`src/rtl/mini_fir_ctrl.sv`:
```
// Control wrapper for a 7-tap FIR datapath: streams samples, holds shadow/active coefficient
// banks and swaps them only after the datapath has been flushed with zeros.
module mini_fir_ctrl #(
    parameter int unsigned DRAIN_CYC = 8,
    parameter int unsigned LAT       = 2
) (
    input  logic       clk,
    input  logic       rst,

    input  logic       i_din_vld,
    input  logic [7:0] i_din,
    output logic       o_din_rdy,

    input  logic       i_cfg_vld,
    input  logic [2:0] i_cfg_addr,
    input  logic [7:0] i_cfg_data,
    output logic       o_cfg_rdy,
    input  logic       i_commit,

    output logic [7:0] o_coeff_00,
    output logic [7:0] o_coeff_01,
    output logic [7:0] o_coeff_02,
    output logic [7:0] o_coeff_03,
    output logic [7:0] o_coeff_04,
    output logic [7:0] o_coeff_05,
    output logic [7:0] o_coeff_06,

    output logic [7:0] o_fir_din,
    input  logic [7:0] i_fir_dout,

    output logic [7:0] o_dout,
    output logic       o_dout_vld,
    output logic       o_busy
);

    localparam int unsigned NumTaps = 7;
    localparam int unsigned CntW    = (DRAIN_CYC > 1) ? $clog2(DRAIN_CYC) : 1;
    localparam logic [CntW-1:0] CntLast = CntW'(DRAIN_CYC - 1);

    typedef enum logic [1:0] {
        StRun,
        StDrain,
        StLoad
    } state_e;

    state_e          state_q, state_d;
    logic            pending_q, pending_d;
    logic [CntW-1:0] cnt_q, cnt_d;
    logic [LAT-1:0]  vld_sr_q, vld_sr_d;
    logic [7:0]      shadow_q [NumTaps];
    logic [7:0]      shadow_d [NumTaps];
    logic [7:0]      active_q [NumTaps];
    logic [7:0]      active_d [NumTaps];

    logic accept;
    logic cfg_take;

    assign o_din_rdy = (state_q == StRun);
    assign o_cfg_rdy = (state_q != StLoad);
    assign o_busy    = (state_q != StRun);

    assign accept   = i_din_vld & o_din_rdy;
    assign cfg_take = i_cfg_vld & o_cfg_rdy & (i_cfg_addr != 3'd7);

    // Gaps and drain cycles feed zeros so the datapath history stays well defined.
    assign o_fir_din = accept ? i_din : 8'h00;

    assign o_dout     = i_fir_dout;
    assign o_dout_vld = vld_sr_q[LAT-1];

    generate
        if (LAT == 1) begin : g_vld_one
            assign vld_sr_d = accept;
        end else begin : g_vld_multi
            assign vld_sr_d = {vld_sr_q[LAT-2:0], accept};
        end
    endgenerate

    always_comb begin
        shadow_d = shadow_q;
        if (cfg_take) begin
            shadow_d[i_cfg_addr] = i_cfg_data;
        end
    end

    // A commit seen in RUN (latched or same-cycle) starts the drain at the next edge.
    always_comb begin
        state_d   = state_q;
        pending_d = pending_q | i_commit;
        cnt_d     = cnt_q;
        active_d  = active_q;
        unique case (state_q)
            StRun: begin
                if (pending_q | i_commit) begin
                    state_d   = StDrain;
                    pending_d = 1'b0;
                    cnt_d     = '0;
                end
            end
            StDrain: begin
                if (cnt_q == CntLast) begin
                    state_d = StLoad;
                    cnt_d   = '0;
                end else begin
                    cnt_d = cnt_q + CntW'(1);
                end
            end
            StLoad: begin
                active_d = shadow_q;
                state_d  = StRun;
            end
            default: begin
                state_d = StRun;
            end
        endcase
    end

    always_ff @(posedge clk) begin
        if (rst) begin
            state_q   <= StRun;
            pending_q <= 1'b0;
            cnt_q     <= '0;
            vld_sr_q  <= '0;
            for (int i = 0; i < NumTaps; i++) begin
                shadow_q[i] <= 8'h00;
                active_q[i] <= 8'h00;
            end
        end else begin
            state_q   <= state_d;
            pending_q <= pending_d;
            cnt_q     <= cnt_d;
            vld_sr_q  <= vld_sr_d;
            shadow_q  <= shadow_d;
            active_q  <= active_d;
        end
    end

    assign o_coeff_00 = active_q[0];
    assign o_coeff_01 = active_q[1];
    assign o_coeff_02 = active_q[2];
    assign o_coeff_03 = active_q[3];
    assign o_coeff_04 = active_q[4];
    assign o_coeff_05 = active_q[5];
    assign o_coeff_06 = active_q[6];

endmodule

```
`config.mk`:
```
export PLATFORM = sky130hd
export DESIGN_NAME = mini_fir_ctrl
export DESIGN_NICKNAME = d
export VERILOG_FILES = /design/src/rtl/mini_fir_ctrl.sv
export SDC_FILE = /design/constraint.sdc
export NUM_CORES = 1
export LEC_CHECK = 0
export CAP_MARGIN = 0
export CELL_PAD_IN_SITES_DETAIL_PLACEMENT = 2
export CELL_PAD_IN_SITES_GLOBAL_PLACEMENT = 2
export CORE_MARGIN = 2
export CORE_UTILIZATION = 27
export DETAILED_ROUTE_END_ITERATION = 6
export PLACE_DENSITY_LB_ADDON = 0.1
export SLEW_MARGIN = 5
export SYNTH_ARGS = -nofsm -noshare
export SYNTH_HDL_FRONTEND = slang
export SYNTH_SLANG_ARGS = --single-unit
```
`constraint.sdc`:
```
create_clock -name clk -period 1.4 [get_ports clk]
set_input_delay 0.21 -clock clk [delete_from_list [all_inputs] [get_ports clk]]
set_output_delay 0.21 -clock clk [all_outputs]
set_load 0.02 [all_outputs]
```
==> impl_metrics.yaml, run 1 <==
run_status:
  status: "finished, violations left"
  violations: "setup timing"
floorplan:
  start_util_pct: 27.5
  rows: 47
  die_w_um: 134
  core-area_mm2: 0.0166
  num_io_pins: 108
  die_h_um: 134
  die_area_mm2: 0.0180
logic_synthesis:
  syn_inst: 492
  synthFlopType: "dfxtp_1"
  synth_cell_types: 28
  avgSynthCellArea_um2: 9.28
  yosys.area.top_type: "dfxtp_1"
  yosysMostFrequentCell: "dfxtp_1"
  synth_area_mm2: 0.00457
  synth_area_leaders: "dfxtp_1, mux2i_1, nand2_1, nand2b_1, a21oi_1"
  yosysTopAreaCellShare_pct: 52.6
  postSynthNetCount: 526
  yosys_warnings: 0
  synth_edf_count: 0
  yosys-top-cells-count: "dfxtp_1, nand2_1, nand2b_1, a21oi_1, mux2i_1"
  seq_area_frac_synth_pct: 52.6
  ys_async_sr_fraction_pct: 0
  synth_seq_cells: 120
power_and_ir_drop:
  ir_worst_vdd_mv: 0.867
  power.total_mw: 8.03
  power.leakage_nw: 2.95
  power_density_mw_per_mm2: 1230
sta:
  min_period_over_period_pct: 110
  worst_clock_skew_ns: 0.00746
  drv_slew: 0
  max_slew_margin_pct: 63.3
  worst_slack_ns: -0.133
  fmax_mhz: 652
  tns_ns: -3.98
  rsz0062_at_grt: "yes"
  setup_viol: 43
  fin_crit_ns: 1.53
  hold_violations: 0
  max_slew.worst_pin.slew_ns: 0.550
detailed_routing:
  postRouteAntennaNets: 0
  drc: 0
  firstDrtPassIters: 4
  vias: 3754
  wire_per_inst_um: 17.0
  drt_wl_total_um: 14100
  drtIter0Drc: 104
  viasPerCell: 4.52
critical_path:
  crit_chain: "nor2_4 > buf_4 > and3_1 > buf_6"
  critPathLaunchType: "register"
  cp.arrival_ns: 1.32
  cp_data_required_time_ns: 1.19
  slowest_stage: "dfxtp_2"
  r2r_start: "state_q[1]"
  critPathMaxFanout: 5
  slowest_delay_ns: 0.34
  critPathKind: "register to output port"
  startpoint: "state_q[1]"
  worstSetupEndpointType: "output port"
clock_network:
  ctsLongestPathBuffers: 2
  clkTransAtPathRegs_ns: 0.05
  clock_latency_ns: 0.42
  tritoncts: "done"
  cts.root.buffer_cell: "clkbuf_16"
  h-tree-depth: 4
  cts_hold_buf: 0
  cts_sinks: 120
  cts_buffers: 17
placed_design:
  hpwl_um: 8980
  dp_cells: 790
  pre_cts_ws_ns: -0.480
  place_congestion: 0.711
  io_buffers: 91
finish:
  area_growth_pct: 42.9
  fin_cells: 830
  num-nets-final: 632
  diodes: 0
  layout-drive-gt1-share_pct: 15.7
flow_run:
  max_cap_viol_count: 0
grt:
  grt_pass1_wl_um: 22600
  grt_pass1_vias: 4178
  grt-ovfl-total: 0
  track_usage_pct: 16.5
  antenna_found_initial: 0
  grt_max_degree: 70
worst_hold_path:
  min-delay-start: "rst"
  min_path_type: "input port to register"
## critical path, delay by kind of cell, from the launching register on
kind          cells  cell delay, ns
buf+inv           2            0.26
flops             1            0.34
simple gates      2            0.30
## where the power goes
group,switching (mW),internal [mW],total [mW]
logic,0.224,0.223,0.447
registers,0.0288,3.47,3.49
clock network,1.46,2.63,4.09
total,1.72,6.32,8.03
## logic make-up after synthesis
kind of cell               count (synthesis)  synth area share, %
AOI/OAI and AO/OA                         63                 6.99
muxes                                     56                 12.3
and+or+nand+nor                          208                 22.6
buffers and inverters                     43                 4.96
DFF                                      120                 52.6
adders and majority gates                  2                0.548
## registers in the layout, indices dropped and copies added, names as in the netlist
signal	cells
shadow_q	56
o_coeff_00	8
o_coeff_01	8
o_coeff_02	8
o_coeff_03	8
o_coeff_04	8
o_coeff_05	8
o_coeff_06	8
cnt_q	3
state_q	2
vld_sr_q	2
pending_q	1
## final cells by class
cell class | count | area, µm²
inverters | 3 | 18.8
clock buffers | 30 | 554
clock inverters | 1 | 5.00
repair buffers | 127 | 1240
fillers | 1811 | 10100
well taps | 220 | 275
flip-flops and latches | 120 | 2410
multi-input cells | 329 | 2020
## timing repair
action,4_1_cts,5_1_grt
cloned,2,1
resized for setup,139,14
buffers inserted,5,3
endpoints found under the setup margin,111,59
pin swaps,4,2
## path summary, 6_finish.rpt
check                       end  slack (ns)  cells past startpoint
setup reg to reg   shadow_q[12]       -0.13                      6
hold / removal    o_coeff_03[6]        0.08                      2
setup / recovery   o_fir_din[6]       -0.13                      4
hold reg to reg     vld_sr_q[1]        0.45                      1
## through the flow
stage                     utilization, %  hold slack [ns]  cell area [µm²]
final                               39.3           0.0802             6520
after global routing                39.3           0.0875             6520
after CTS                           39.0           0.0713             6470
after detailed placement            35.0            0.420             5810
after global placement              35.0            0.420             5810
after floorplan                        -            0.324             4600
## layer usage
metal | share of wire (%) | vias up | GRT usage (%) | wire length [µm]
met5 | 0 | - | 0 | 0
met4 | 1.5 | 0 | 5.91 | 208
met3 | 3.7 | 20 | 4.31 | 522
met2 | 50 | 65 | 28.2 | 7040
met1 | 45 | 1852 | 20.1 | 6350
li1 | - | 1817 | - | -
## cell usage in the layout, fill, tap and decap left out, types with 2 or more instances in the layout
cell type / count
a21oi_1: 59
and3_1: 7
buf_12: 4
buf_4: 28
buf_6: 13
bufbuf_16: 2
clkbuf_1: 5
clkbuf_16: 17
clkbuf_8: 8
clkdlybuf4s50_1: 21
dfxtp_1: 116
dfxtp_2: 4
dlygate4sd2_1: 57
ha_4: 2
inv_1: 2
mux2i_1: 55
nand2_1: 116
nand2b_1: 64
nand3_2: 2
nor2_1: 2
o21ai_0: 3
or3_4: 2
or4_4: 2
or4b_4: 2
No activity file was read; power rests on OpenSTA's default activity.
==> run 2: changes to the inputs <==
Settings changed: SETUP_SLACK_MARGIN from default to 0.02.
==> run 2 against run 1 <==
Total power up 0.17%. Fmax down 0.32%. Die area unchanged. Worst hold slack better by 0.0021 ns. Critical endpoint is now shadow_q[12]. Final cell count unchanged. The flow still finishes with violations (setup timing). Clock skew about the same. Sequential share of layout area down 0.16 points. Flip-flop and latch count unchanged. Sequential power about the same. Core utilization up 0.17 points.
==> impl_metrics.yaml, run 2 (synthesized netlist as in run 1, its figures left out) <==
run_status:
  status: "finished, violations left"
  violations: "setup timing"
power_and_ir_drop:
  pwr-share-clk_pct: 50.9
  switchingPower_mw: 1.73
  p_comb_share_pct: 5.6
  power.leakage_nw: 2.96
  power_density_mw_per_mm2: 1230
  p_seq_share_pct: 43.4
  p_int_mw: 6.32
  swShare_pct: 21.5
  ir_worst_vdd_mv: 0.831
finish:
  layout-drive-gt1-share_pct: 15.7
  area_growth_pct: 43.5
  mostFrequentLayoutCells: "nand2_1, dfxtp_1, nand2b_1"
  num-nets-final: 632
  diodes: 0
  multi_input_area_mm2: 0.00202
  max_flop_register: "shadow_q"
  fin_cells: 830
  largest_register_ffs: 56
  seqCellArea_mm2: 0.00241
  fillers: 1807
sta:
  worst_slack_ns: -0.138
  min_period_over_period_pct: 110
  max_slew.worst_pin.slew_ns: 0.565
  hold_violations: 0
  fin_crit_ns: 1.54
  fmax_mhz: 650
  drv_slew: 0
  hold_slack_ns: 0.0823
  setup_viol: 42
  rsz0062_at_grt: "yes"
  worst_clock_skew_ns: 0.00783
  max_slew_margin_pct: 62.4
floorplan:
  rows: 47
  die_w_um: 134
  die_h_um: 134
  num_io_pins: 108
  die_area_mm2: 0.0180
  start_util_pct: 27.5
  core-area_mm2: 0.0166
grt:
  grt-ovfl-total: 0
  grt_pass1_vias: 4206
  grt_use_met2_pct: 28.5
  grt_busiest_layer: "met2"
  antenna_found_initial: 0
  met3_usage_pct: 4.35
  grt_pass1_wl_um: 22900
  grt_max_degree: 70
  grt_use_met1_pct: 20.5
  track_usage_pct: 16.7
critical_path:
  critPathLaunchType: "register"
  critPathMaxFanout: 7
  rr_worst_depth: 6
  critPathKind: "register to register"
  cp.arrival_ns: 1.80
  worstSetupEndpointType: "register"
  cp_data_required_time_ns: 1.67
worst_hold_path:
  holdPathStages: 2
  min_path_type: "input port to register"
detailed_routing:
  viasPerCell: 4.52
  vias: 3755
  wire_per_inst_um: 17.2
  drc: 0
  postRouteAntennaNets: 0
  drtIter0Drc: 108
  drt_wl_total_um: 14300
  firstDrtPassIters: 4
flow_run:
  max_cap_viol_count: 0
clock_network:
  cts.root.buffer_cell: "clkbuf_16"
  ctsLongestPathBuffers: 2
  h-tree-depth: 4
  clock_latency_ns: 0.42
  clkTransAtPathRegs_ns: 0.05
  cts_buffers: 17
  cts_sinks: 120
  cts_hold_buf: 0
  tritoncts: "done"
placed_design:
  place_congestion: 0.711
  pre_cts_ws_ns: -0.480
  dp_cells: 790
  io_buffers: 91
  hpwl_um: 8980
## run 2: cell count changes in the layout (fill, tap and decap cells not counted)
| cell | before | now |
|---|---|---|
| buf_12 | 4 | 5 |
| buf_6 | 13 | 15 |
| buf_8 | 1 | 2 |
| buf_4 | 28 | 24 |
## run 2: worst max-delay path, stage by stage (launching register included)
cell	delay [ns]
dfxtp_2	0.34
nor2b_4	0.13
buf_6	0.13
buf_6	0.12
or3_4	0.40
buf_8	0.15
mux2i_1	0.12
## run 2: final timing paths
kind                                  start             to  slack [ns]
worst min register to register  vld_sr_q[0]    vld_sr_q[1]        0.45
worst max-delay path             state_q[1]   shadow_q[12]       -0.14
worst min-delay path                    rst  o_coeff_03[6]        0.08
worst max register to register   state_q[1]   shadow_q[12]       -0.14
## run 2: layer usage
layer / vias up / routed length, µm
met3: 17 / 538
met2: 70 / 7130
li1: 1813 / -
met5: - / 0
met1: 1855 / 6420
met4: 0 / 191
## run 2: cell type report
class / count / area share, %
Sequential cell: 120 / 36.7
Multi-Input combinational cell: 329 / 30.9
Timing Repair Buffer: 127 / 19.3
Clock buffer: 30 / 8.46
Tap cell: 220 / 4.20
Inverter: 3 / 0.286
Clock inverter: 1 / 0.0764
## run 2: what timing repair did
item,4_1_cts,5_1_grt
setup buffers,7,0
pin swaps,6,2
cloned,2,1
gates resized for setup,141,17
endpoints found under the setup margin,118,55
## run 2: through the flow
step | setup TNS [ns] | util (%) | cell area (µm²) | total power [mW]
2_1_floorplan | -0.772 | - | 4600 | 3.80
3_3_place_gp | -20.27 | 35.0 | 5810 | 3.98
3_5_place_dp | -23.23 | 35.0 | 5810 | 3.99
4_1_cts | -4.15 | 39.2 | 6500 | 8.15
5_1_grt | -6.01 | 39.5 | 6550 | 8.35
6_report | -4.34 | 39.5 | 6550 | 8.05
## run 2: power groups by stage
stage	Combinational [mW]	Clock, mW	Sequential (mW)
finish	0.453	4.10	3.49
global route	0.490	4.37	3.50
CTS	0.445	4.21	3.49
detailed placement	0.431	0	3.56
global placement	0.417	0	3.56
floorplan	0.243	0	3.56
